--- src/rtl/cla_pkg.sv ---
// Shared types and helpers for the pipelined carry-lookahead adder:
// 4-bit group generate/propagate, in-group carries, and parameter legality.
package cla_pkg;

   typedef struct packed {
      logic g;
      logic p;
   } gp_t;

   // WIDTH must split into whole segments, and each segment into whole 4-bit groups.
   function automatic logic cfg_legal(input int width, input int seg);
      return (seg >= 4) && (seg % 4 == 0) && (width >= seg) && (width % seg == 0);
   endfunction

   function automatic gp_t grp_gp(input logic [3:0] g, input logic [3:0] p);
      gp_t r;
      r.g = g[3] | (p[3] & g[2]) | (p[3] & p[2] & g[1]) | (p[3] & p[2] & p[1] & g[0]);
      r.p = &p;
      return r;
   endfunction

   // Carries into bits 0..3 of a group, flattened two-level form.
   function automatic logic [3:0] grp_carry(input logic [2:0] g, input logic [2:0] p,
                                            input logic c0);
      logic [3:0] c;
      c[0] = c0;
      c[1] = g[0] | (p[0] & c0);
      c[2] = g[1] | (p[1] & g[0]) | (p[1] & p[0] & c0);
      c[3] = g[2] | (p[2] & g[1]) | (p[2] & p[1] & g[0]) | (p[2] & p[1] & p[0] & c0);
      return c;
   endfunction

endpackage

--- src/rtl/cla_seg.sv ---
// Combinational SEG-bit carry-lookahead segment built from 4-bit groups with a
// group-level lookahead; exports segment generate/propagate for the caller.
module cla_seg
   import cla_pkg::*;
#(
   parameter int SEG = 16
) (
   input  logic [SEG-1:0] a,
   input  logic [SEG-1:0] b_eff,
   input  logic           c_in,
   output logic [SEG-1:0] s,
   output logic           c_out,
   output logic           g,
   output logic           p
);
   localparam int NGRP = SEG / 4;

   logic [SEG-1:0]  w_bg, w_bp, w_c;
   logic [NGRP-1:0] w_gg, w_gp;
   logic [NGRP:0]   w_gc;

   assign w_bg = a & b_eff;
   assign w_bp = a | b_eff;

   always_comb begin
      w_gg = '0;
      w_gp = '0;
      for (int j = 0; j < NGRP; j++) begin
         {w_gg[j], w_gp[j]} = grp_gp(w_bg[4*j +: 4], w_bp[4*j +: 4]);
      end
   end

   // NOTE: blocking assignments here are intentional; each group carry reads the one just computed.
   always_comb begin
      w_gc    = '0;
      w_gc[0] = c_in;
      for (int j = 0; j < NGRP; j++) begin
         w_gc[j+1] = w_gg[j] | (w_gp[j] & w_gc[j]);
      end
   end

   always_comb begin
      w_c = '0;
      for (int j = 0; j < NGRP; j++) begin
         w_c[4*j +: 4] = grp_carry(w_bg[4*j +: 3], w_bp[4*j +: 3], w_gc[j]);
      end
   end

   always_comb begin
      g = 1'b0;
      p = 1'b1;
      for (int j = 0; j < NGRP; j++) begin
         g = w_gg[j] | (w_gp[j] & g);
         p = p & w_gp[j];
      end
   end

   assign s     = a ^ b_eff ^ w_c;
   assign c_out = w_gc[NGRP];

endmodule

--- src/rtl/cla_pipe_adder.sv ---
// Pipelined carry-lookahead adder/subtractor: one SEG-bit segment resolves per
// stage; inter-segment carry and the pending upper operand segments are registered.
module cla_pipe_adder
   import cla_pkg::*;
#(
   parameter int WIDTH = 32,
   parameter int SEG   = 16
) (
   input  logic             clk,
   input  logic             rst,
   input  logic             in_valid,
   output logic             in_ready,
   input  logic [WIDTH-1:0] a,
   input  logic [WIDTH-1:0] b,
   input  logic             cin,
   input  logic             sub,
   output logic             out_valid,
   input  logic             out_ready,
   output logic [WIDTH-1:0] sum,
   output logic             cout,
   output logic             ovf,
   output logic             zero
);
   localparam int NSTG = WIDTH / SEG;
   localparam int LAST = NSTG - 1;

   if (!cfg_legal(WIDTH, SEG)) begin : g_bad_cfg
      $error("cla_pipe_adder: WIDTH must be a multiple of SEG, SEG a multiple of 4 and >= 4");
   end

   logic             w_adv;
   logic [WIDTH-1:0] w_b_eff;
   logic             r_a_msb, r_b_msb;

   assign w_adv    = out_ready | ~out_valid;
   assign in_ready = w_adv;
   assign w_b_eff  = sub ? ~b : b;

   for (genvar k = 0; k < NSTG; k++) begin : g_stg
      localparam int DONE = k * SEG;
      localparam int REM  = WIDTH - DONE;

      logic                w_vld_in, w_c_in;
      logic [REM-1:0]      w_a_in, w_b_in;
      logic [DONE+SEG-1:0] w_sum_nxt;
      logic [SEG-1:0]      w_s;
      logic                w_c_out, w_seg_g, w_seg_p;
      logic                r_vld, r_c;
      logic [DONE+SEG-1:0] r_sum;

      if (k == 0) begin : g_src
         assign w_vld_in  = in_valid;
         assign w_c_in    = sub | cin;
         assign w_a_in    = a;
         assign w_b_in    = w_b_eff;
         assign w_sum_nxt = w_s;
      end else begin : g_src
         assign w_vld_in  = g_stg[k-1].r_vld;
         assign w_c_in    = g_stg[k-1].r_c;
         assign w_a_in    = g_stg[k-1].g_skew.r_a;
         assign w_b_in    = g_stg[k-1].g_skew.r_b;
         assign w_sum_nxt = {w_s, g_stg[k-1].r_sum};
      end

      cla_seg #(.SEG(SEG)) u_seg (
         .a     (w_a_in[SEG-1:0]),
         .b_eff (w_b_in[SEG-1:0]),
         .c_in  (w_c_in),
         .s     (w_s),
         .c_out (w_c_out),
         .g     (w_seg_g),
         .p     (w_seg_p)
      );

      // The segment's carry chain and its lookahead terms must describe the same carry.
      always_comb assert (w_c_out == (w_seg_g | (w_seg_p & w_c_in)));

      // NOTE: only the valid bit is reset; payload of an invalid stage is don't-care and outputs are gated by valid.
      always_ff @(posedge clk or posedge rst) begin
         if (rst)        r_vld <= 1'b0;
         else if (w_adv) r_vld <= w_vld_in;
      end

      always_ff @(posedge clk) begin
         if (w_adv) begin
            r_c   <= w_c_out;
            r_sum <= w_sum_nxt;
         end
      end

      if (k < LAST) begin : g_skew
         logic [REM-SEG-1:0] r_a, r_b;
         always_ff @(posedge clk) begin
            if (w_adv) begin
               r_a <= w_a_in[REM-1:SEG];
               r_b <= w_b_in[REM-1:SEG];
            end
         end
      end
   end

   always_ff @(posedge clk) begin
      if (w_adv) begin
         r_a_msb <= g_stg[LAST].w_a_in[SEG-1];
         r_b_msb <= g_stg[LAST].w_b_in[SEG-1];
      end
   end

   assign out_valid = g_stg[LAST].r_vld;
   assign sum       = out_valid ? g_stg[LAST].r_sum : '0;
   assign cout      = out_valid & g_stg[LAST].r_c;
   assign ovf       = out_valid & (r_a_msb == r_b_msb) & (g_stg[LAST].r_sum[WIDTH-1] != r_a_msb);
   assign zero      = out_valid & ~|g_stg[LAST].r_sum;

endmodule

--- config.mk ---
export PLATFORM = sky130hd
export DESIGN_NAME = cla_pipe_adder
export DESIGN_NICKNAME = d
export VERILOG_FILES = /design/src/rtl/cla_pkg.sv /design/src/rtl/cla_seg.sv /design/src/rtl/cla_pipe_adder.sv
export SDC_FILE = /design/constraint.sdc
export NUM_CORES = 1
export LEC_CHECK = 0
export ABC_AREA = 0
export BUFFER_PORTS_ARGS = -buffer_cell sky130_fd_sc_hd__buf_2
export CAP_MARGIN = 20
export CORE_MARGIN = 4
export CORE_UTILIZATION = 39
export DETAILED_ROUTE_END_ITERATION = 7
export HOLD_SLACK_MARGIN = 0.03
export PLACE_DENSITY = 0.61
export REMOVE_ABC_BUFFERS = 1
export SYNTH_ARGS = -nofsm -noshare
export SYNTH_HDL_FRONTEND = slang
export SYNTH_SLANG_ARGS = --single-unit
--- constraint.sdc ---
create_clock -name clk -period 3.3 [get_ports clk]
set_input_delay 0.33 -clock clk [delete_from_list [all_inputs] [get_ports clk]]
set_output_delay 0.33 -clock clk [all_outputs]
set_load 0.01 [all_outputs]
[After elaboration in Yosys (flattened, before gate mapping)]
Index checks and enable logic that the tools add are counted.
W data, S select, Z words.
Storage, ports and cells
  output and inout port bits: 37
  bits of input ports: 70
  bits in registers: 86
  logic and storage cells: 240
Operators by class
  multiplexer cells: 2
  reduce and logical (&&, ||, !) cells: 10
  eq/ne operators: 2
  bitwise logic cells: 216
Operators by type and width (count)
  $and A1 B1 Y1: 124
  $or A1 B1 Y1: 82
  $mux W32: 2
  $xor A16 B16 Y16: 4
  $and A16 B16 Y16: 2
  $not A32 Y32: 1
  $or A16 B16 Y16: 2
  $reduce_and A4 Y1: 8
  $reduce_or A32 Y1: 1
  $eq A1 B1 Y1: 1
  $logic_not A1 Y1: 1
  $ne A1 B1 Y1: 1
  $not A1 Y1: 1

[Longest topological paths before layout]
Gate-level depths: netlist of the first run.
  word-level depth: 15
  gate-level depth with buffers: 12

[Modules after synthesis]
From an unflattened synthesis of the first run, not the netlist that was laid out.
Unflattened totals
  cells, all modules: 518
  area total of the unflattened synthesis: 5763.0 um^2
Modules (own cells, without submodules)
  cla_pipe_adder: cells an instance 178, sequential area each 2572.5 um^2, instances 1, area each 3235.6 um^2
  cla_seg: cells an instance 170, sequential area each 0.0 um^2, instances 2, area each 1263.7 um^2

[Worst setup path after synthesis of the first run]
Ideal clock, no wire load.
  path type: reg2reg
  start point: register g_stg[1].r_vld, in the netlist out_valid
  end point: register g_stg[0].r_vld
  setup time: 0.135 ns
  arrival: 2.998 ns
  required time: 3.165 ns
  cell stages (with the launch flop): 3
  setup slack: 0.167 ns
  period minus slack after synthesis: 3.133 ns
  cells stage by stage: dfrtp_1 -> nand2b_1 -> mux2_2
Between the ends
  longest elaborated chain between the ends: 2
RTL lines
  from (decl): RTL line cla_pipe_adder.sv:48  | logic r_vld, r_c;
  from (signal assigned): RTL line cla_pipe_adder.sv:81  | else if (w_adv) r_vld <= w_vld_in;
  $not A1 Y1: RTL line cla_pipe_adder.sv:35  | assign w_adv = out_ready | ~out_valid;
  $or A1 B1 Y1: RTL line cla_pipe_adder.sv:35
  net in_ready: RTL line cla_pipe_adder.sv:12  | output logic in_ready,
  to (signal assigned): RTL line cla_pipe_adder.sv:81
  to (decl): RTL line cla_pipe_adder.sv:48
The timed path passes the listed nets, and every way through them passes these cells.
A chain may end at the register's enable or synchronous reset.

[Worst setup path in the final report of the first run]
  start point: register g_stg[0].g_skew.r_a[4]
  end point: register g_stg[1].r_sum[29], data pin
Between the ends
  longest elaborated chain between the ends: 9
  elaborated cells between the ends (all ways): 12
  classes of those cells: 11 x bitwise; 1 x reduce/logical
RTL lines
  from (decl): RTL line cla_pipe_adder.sv:92  | logic [REM-SEG-1:0] r_a, r_b;
  from (signal assigned): RTL line cla_pipe_adder.sv:95  | r_a <= w_a_in[REM-1:SEG];
  $or A16 B16 Y16 or $and A16 B16 Y16 (tied branches): RTL line cla_seg.sv:23, cla_seg.sv:22
  $reduce_and A4 Y1 or $and A1 B1 Y1 (tied branches): RTL line cla_pkg.sv:18, cla_pkg.sv:17
  $and A1 B1 Y1 or $or A1 B1 Y1 (tied branches): RTL line cla_seg.sv:38, cla_pkg.sv:17
  $or A1 B1 Y1 *: RTL line cla_seg.sv:38  | w_gc[j+1] = w_gg[j] | (w_gp[j] & w_gc[j]);
  $and A1 B1 Y1 *: RTL line cla_seg.sv:38
  $or A1 B1 Y1 *: RTL line cla_seg.sv:38
  $and A1 B1 Y1 *: RTL line cla_pkg.sv:27  | c[1] = g[0] | (p[0] & c0);
  $or A1 B1 Y1 *: RTL line cla_pkg.sv:27
  $xor A16 B16 Y16 *: RTL line cla_seg.sv:58  | assign s = a ^ b_eff ^ w_c;
  net g_stg[1].u_seg.s[13]: RTL line cla_seg.sv:11  | output logic [SEG-1:0] s,
  to (signal assigned): RTL line cla_pipe_adder.sv:87  | r_sum <= w_sum_nxt;
  to (decl): RTL line cla_pipe_adder.sv:49  | logic [DONE+SEG-1:0] r_sum;
The timed path passes the listed nets; every way through them passes the cells marked *.

==> flow_summary.json, run 1 <==
{
  "wl_per_cell_um": 13.1,
  "antenna_found_initial": 0,
  "overflow": 0,
  "criticalPathCategory": "reg -> reg",
  "syn_inst": 456,
  "whs_ns": 0.169,
  "track_usage_pct": 13.2,
  "timing.reg2reg.setup_slack_ns": 0.57,
  "yosysTopAreaCell": "edfxtp_1",
  "gp_congestion": 0.859,
  "cts_buffer_depth": 2,
  "min_to": "g_stg[0].g_skew.r_a[2]",
  "worstSetupStartpointType": "flip-flop",
  "die_w_um": 124,
  "hold_start": "a[18]",
  "placement_rows": 42,
  "max_cap_viol_count": 0,
  "io_pins": 107,
  "synth-edff-count": 84,
  "yosysTopAreaCellShare_pct": 47.7,
  "dp_slack_ns": 0.356,
  "clock_latency_ns": 0.33,
  "async_reset_ff_share_pct": 2.33,
  "yosys_warnings": 0,
  "power.density_nw_per_um2": 560,
  "total_power_uw": 3580,
  "synth_cell_types": 46,
  "start_util_pct": 39.9,
  "ys_seq_elements": 86,
  "max_freq_mhz": 367,
  "nets": 714,
  "coreArea_um2": 13200,
  "dp_hpwl_mm": 8.08,
  "drt_iter0_drc": 78,
  "wl_mm": 9.87,
  "diodes": 0,
  "dieArea_um2": 15500,
  "synth.most_common_cell": "inv_1",
  "p_leak_uw": 0.00303,
  "netlist_area_um2": 5290,
  "r2r_start": "g_stg[0].g_skew.r_a[4]",
  "status": "finished clean",
  "fin_crit_ns": 2.73,
  "setup_viol": 0,
  "fin_setup_tns_ns": 0,
  "vias_per_cell": 4.51,
  "cts_sinks": 86,
  "drc": 0,
  "setup_ws_ns": 0.571,
  "syn_area_per_cell_um2": 11.6,
  "clockRootBuffer": "clkbuf_16",
  "cts_tree": "yes",
  "cp-end-kind": "flip-flop",
  "vias": 3394,
  "first_pass_iters": 4,
  "drive_gt1_share_pct": 23.6,
  "cts_setup_buffers": 0,
  "areaGrowthSynthToFinish_pct": 21.2,
  "ys_seq_area_share_pct": 48.7,
  "r2r_cells": 8,
  "crit_required_ns": 3.38,
  "antenna_left": 0,
  "critPathMaxFanout": 3,
  "slew_viol_final": 0,
  "crit_arrival_ns": 2.81,
  "tightestPinTransition_ns": 0.814,
  "r2r_end": "g_stg[1].r_sum[29]",
  "rsz0062_at_grt": "false",
  "fin_worst_skew_ns": 0.00839,
  "holdPathStages": 1,
  "grt_pass1_vias": 3657,
  "clk_pin_slew_ns": 0.06,
  "synth_commonest_cells": "94 x inv_1, 84 x edfxtp_1, 64 x ha_1, 38 x xor2_1, 34 x and2_1",
  "io_buffers": 106,
  "grt_pass1_wl_mm": 16.5,
  "grt_max_degree": 47,
  "yosys-top-cells-area": "edfxtp_1 48%, ha_1 15%, inv_1 6.7%",
  "postLayoutCellArea_um2": 6400,
  "period_share_pct": 82.7,
  "vdd_drop_max_uv": 221,
  "die_y_um": 124,
  "numCtsBuffers": 9,
  "dpl_cell_area_um2": 6060,
  "htree_levels": 3,
  "hold_path_class": "in -> reg",
  "finalHoldViolCount": 0,
  "synthFlopType": "edfxtp_1",
  "slew_headroom_pct": 45.3
}
## layer usage
metal | part of all wire [%] | vias up | global-route usage (%)
li1 | - | 1732 | -
met1 | 41 | 1571 | 14.5
met2 | 51 | 76 | 23.5
met3 | 6.1 | 15 | 3.73
met4 | 2.1 | 0 | 5.80
met5 | 0 | - | 0
## cell usage in the layout (no fill, tap or decap), types with 3 or more instances in the layout
cell / netlist / routed
a21o_1: 3 / 3
a21oi_1: 15 / 15
and2_1: 34 / 34
buf_2: 0 / 106
buf_4: 0 / 4
clkbuf_16: 0 / 9
edfxtp_1: 84 / 84
fa_1: 8 / 8
ha_1: 64 / 64
inv_1: 94 / 94
nand2_1: 7 / 7
nand2b_1: 6 / 5
nor2_1: 18 / 18
nor2b_1: 4 / 4
nor3_1: 3 / 3
nor4_1: 6 / 6
o21ai_0: 4 / 4
o21bai_1: 6 / 6
or2_2: 3 / 3
xnor2_1: 16 / 16
xor2_1: 38 / 38
## area by class of cell
type	instances	area, um2
clock buffers	11	253
clock inverters	5	81.3
fillers	1206	6840
inverters	94	353
multi-input cells	269	2330
flip-flops and latches	86	2570
well taps	176	220
repair buffers	112	591
## per-stage QoR
stage | std cells | util (%)
floorplan | 449 | -
global placement | 736 | 45.8
detailed placement | 736 | 45.8
CTS | 753 | 48.4
global route | 753 | 48.4
finish | 753 | 48.4
## critical path: stages (launching register included)
cell and delay (ns):
edfxtp_1 0.44, ha_1 0.24, nor2b_1 0.13, o211a_1 0.23, nor4b_1 0.44, a211oi_1 0.17
or2_2 0.31, fa_1 0.38, xor2_1 0.15
## power by group
part / switching (uW) / internal [uW] / leakage, uW
Combinational: 473 / 402 / 0.00200
Sequential: 105 / 1510 / 0.000867
Clock: 393 / 704 / 0.000162
## flip-flops by register name, summed over array words and instances, names as in the netlist
| signal | cells |
|---|---|
| g_stg.g_skew.r_b | 16 |
| g_stg.r_sum | 48 |
| g_stg.r_c | 2 |
| r_a_msb | 1 |
| g_stg.r_vld | 1 |
| r_b_msb | 1 |
| out_valid | 1 |
| g_stg.g_skew.r_a | 16 |
## repair_timing
item                      CTS  global route
gates resized for setup     0             0
hold buffers                1             0
hold endpoints to repair    2             0
## kinds of logic (layout without fill, tap and decap cells)
group / after synthesis / after routing / share of synthesized area [%]
AOI/OAI and AO/OA: 47 / 47 / 6.13
xor gates and xnor gates: 54 / 54 / 8.95
and+or+nand+nor: 93 / 93 / 10.1
buffers and inverters: 101 / 222 / 7.32
muxes: 3 / 3 / 0.616
adders and majority gates: 72 / 72 / 18.2
DFF: 86 / 86 / 48.7
## worst max path at each step
| stage | end | startpoint | cells after the start | slack, ns |
|---|---|---|---|---|
| floorplan | g_stg[0].r_vld | out_valid | 2 | -0.03 |
| global placement | g_stg[0].r_sum[13] | sub | 10 | 0.44 |
| detailed placement | g_stg[0].r_sum[13] | sub | 10 | 0.36 |
| CTS | g_stg[1].r_sum[29] | g_stg[0].g_skew.r_a[4] | 8 | 0.55 |
| global route | g_stg[1].r_sum[29] | g_stg[0].g_skew.r_a[4] | 8 | 0.43 |
| finish | g_stg[1].r_sum[29] | g_stg[0].g_skew.r_a[4] | 8 | 0.57 |
Power figures use the tool's default switching activity.
==> run 2, diff against run 1 <==
--- a/config.mk
+++ b/config.mk
@@ -5,7 +5,7 @@
 export SDC_FILE = /design/constraint.sdc
 export NUM_CORES = 1
 export LEC_CHECK = 0
-export ABC_AREA = 0
+export ABC_AREA = 1
 export BUFFER_PORTS_ARGS = -buffer_cell sky130_fd_sc_hd__buf_2
 export CAP_MARGIN = 20
 export CORE_MARGIN = 4
==> constraint.sdc (replaced) <==
create_clock -name clk -period 2.8 [get_ports clk]
set_input_delay 0.28 -clock clk [delete_from_list [all_inputs] [get_ports clk]]
set_output_delay 0.28 -clock clk [all_outputs]
set_load 0.01 [all_outputs]
==> flow_summary.json, run 2 <==
{
  "crit_arrival_ns": 2.40,
  "synthFlopType": "edfxtp_1",
  "yosysTopAreaCellShare_pct": 46.9,
  "cp-end-kind": "flip-flop",
  "yosys-top-cells-area": "edfxtp_1 47%, ha_1 15%, inv_1 9.0%",
  "r2r_start": "g_stg[0].g_skew.r_a[1]",
  "largest-register": "g_stg.r_sum",
  "io_pins": 107,
  "cts_sinks": 86,
  "rsz0062_at_grt": "false",
  "worstSetupStartpointType": "input port",
  "intPower_uw": 2940,
  "crit_required_ns": 2.89,
  "antenna_left": 0,
  "status": "finished clean",
  "yosysTopAreaCell": "edfxtp_1",
  "grt_pass1_vias": 3598,
  "fin_worst_skew_ns": 0.00884,
  "start_util_pct": 40.3,
  "slew_headroom_pct": 57.4,
  "synth_commonest_cells": "129 x inv_1, 84 x edfxtp_1, 70 x nand2_1, 64 x ha_1, 32 x nor2_1",
  "p_switching_uw": 1230,
  "gp_congestion": 0.836,
  "die_y_um": 125,
  "wl_mm": 9.44,
  "antenna_found_initial": 0,
  "syn_area_per_cell_um2": 10.3,
  "dpl_cell_area_um2": 6150,
  "max_freq_mhz": 433,
  "clock_latency_ns": 0.34,
  "combPwrFrac_pct": 25.9,
  "power.density_nw_per_um2": 646,
  "diodes": 0,
  "p_sw_share_pct": 29.6,
  "max_cap_viol_count": 0,
  "dp.cells": 801,
  "first_pass_iters": 4,
  "postLayoutCellArea_um2": 6460,
  "top_regs": "g_stg.r_sum (48), g_stg.g_skew.r_a (16), g_stg.g_skew.r_b (16)",
  "vias_per_cell": 4.28,
  "netlist_area_um2": 5380,
  "seq_area_um2": 2570,
  "criticalPathCategory": "in -> reg",
  "synth.most_common_cell": "inv_1",
  "finalHoldViolCount": 0,
  "largest_reg_flops": 48,
  "fin_setup_tns_ns": 0,
  "syn_inst": 521,
  "areaGrowthSynthToFinish_pct": 20.1,
  "fin_crit_ns": 2.31,
  "nets": 779,
  "ys_seq_elements": 86,
  "htree_levels": 3,
  "final_common_cell": "inv_1",
  "cts_tree": "yes",
  "final_cells": 818,
  "nFillCells": 1264,
  "period_share_pct": 82.4,
  "layout_common_cells": "129 x inv_1, 106 x buf_2, 84 x edfxtp_1",
  "drt_iter0_drc": 151,
  "multi_input_area_um2": 2260,
  "die_w_um": 125,
  "pwr-share-clk_pct": 28.1,
  "cp-startpoint": "sub",
  "clockRootBuffer": "clkbuf_16",
  "cts_buffer_depth": 2,
  "wl_per_cell_um": 11.5,
  "hold_start": "a[19]",
  "vias": 3504,
  "ys_seq_area_share_pct": 47.8,
  "track_usage_pct": 12.5,
  "drive_gt1_share_pct": 25.4,
  "final_util_pct": 48.4,
  "total_power_uw": 4170,
  "placement_rows": 42,
  "clk_pin_slew_ns": 0.06,
  "synth-edff-count": 84,
  "tightestPinTransition_ns": 0.639,
  "hold_path_class": "in -> reg",
  "dieArea_um2": 15700,
  "vdd_drop_max_uv": 274,
  "grt_max_degree": 46,
  "p_leak_uw": 0.00336,
  "grt_pass1_wl_mm": 15.8,
  "io_buffers": 106,
  "critPathMaxFanout": 10,
  "slew_viol_final": 0,
  "overflow": 0,
  "coreArea_um2": 13300,
  "dp_hpwl_mm": 7.66,
  "numCtsBuffers": 9,
  "async_reset_ff_share_pct": 2.33,
  "drc": 0,
  "yosys_warnings": 0,
  "synth_cell_types": 34,
  "setup_viol": 0,
  "seqPwrFrac_pct": 45.9
}
-- run 2: through the flow --
step	hold WS, ns	setup slack, ns
global placement	0.130	0.219
floorplan	0.0212	0.413
CTS	0.0976	0.458
detailed placement	0.135	0.0989
finish	0.115	0.492
global route	0.0988	0.315
-- run 2: what timing repair did --
action / in CTS / in global routing
hold buffers: 1 / 0
setup buffers: 0 / 0
gates resized for setup: 0 / 0
endpoints found under the hold margin: 2 / 0
-- run 2: logic make-up after synthesis --
group                      count (synthesis)  share of synthesized area, %
and+or+nand+nor                          147                          13.1
buffers and inverters                    144                          10.2
DFF                                       86                          47.8
adders and majority gates                 72                          17.9
xor gates and xnor gates                  52                          8.47
AOI/OAI and AO/OA                         20                          2.56
-- run 2: layout make-up --
cell class	count	share of cell area (%)
tap	176	3.41
clock inverter	7	1.12
inverter	136	7.90
sequential	86	39.8
multi-input combinational	291	35.0
timing repair buffer	113	9.26
clock buffer	9	3.49
-- run 2: worst max-delay path, cell delays in order --
cell and delay (ns):
buf_2 0.26, xor2_1 0.31, inv_1 0.08, ha_1 0.18
nor2_1 0.19, nand3_2 0.11, nand3_2 0.11, nand2_2 0.07
nand2_4 0.09, nand2_4 0.05, nand2_4 0.07, inv_1 0.05
fa_1 0.40, xnor2_1 0.14
-- run 2: final timing paths --
check | endpoint | slack [ns] | depth (start not counted)
min in group asynchronous | g_stg[0].r_vld | 0.34 | 3
hold / removal | g_stg[0].g_skew.r_a[3] | 0.11 | 1
setup reg to reg | g_stg[1].r_sum[29] | 0.68 | 11
hold reg to reg | g_stg[1].r_sum[9] | 0.42 | 0
setup / recovery | g_stg[0].r_sum[13] | 0.49 | 14
max in group asynchronous | out_valid | 2.36 | 3
-- run 2: routing by layer --
metal / part of all wire, % / track usage [%]
met1: 41 / 13.7
met2: 54 / 22.6
met5: 0 / 0
met4: 2.2 / 6.89
met3: 3.3 / 2.13
-- run 2: power by group through the flow --
stage / combinational (uW) / clock [uW] / sequential [uW]
after floorplan: 725 / 0 / 1920
final: 1080 / 1170 / 1920
after CTS: 1110 / 1210 / 1920
after global routing: 1240 / 1260 / 1960
after global placement: 1070 / 0 / 1940
after detailed placement: 1100 / 0 / 1950
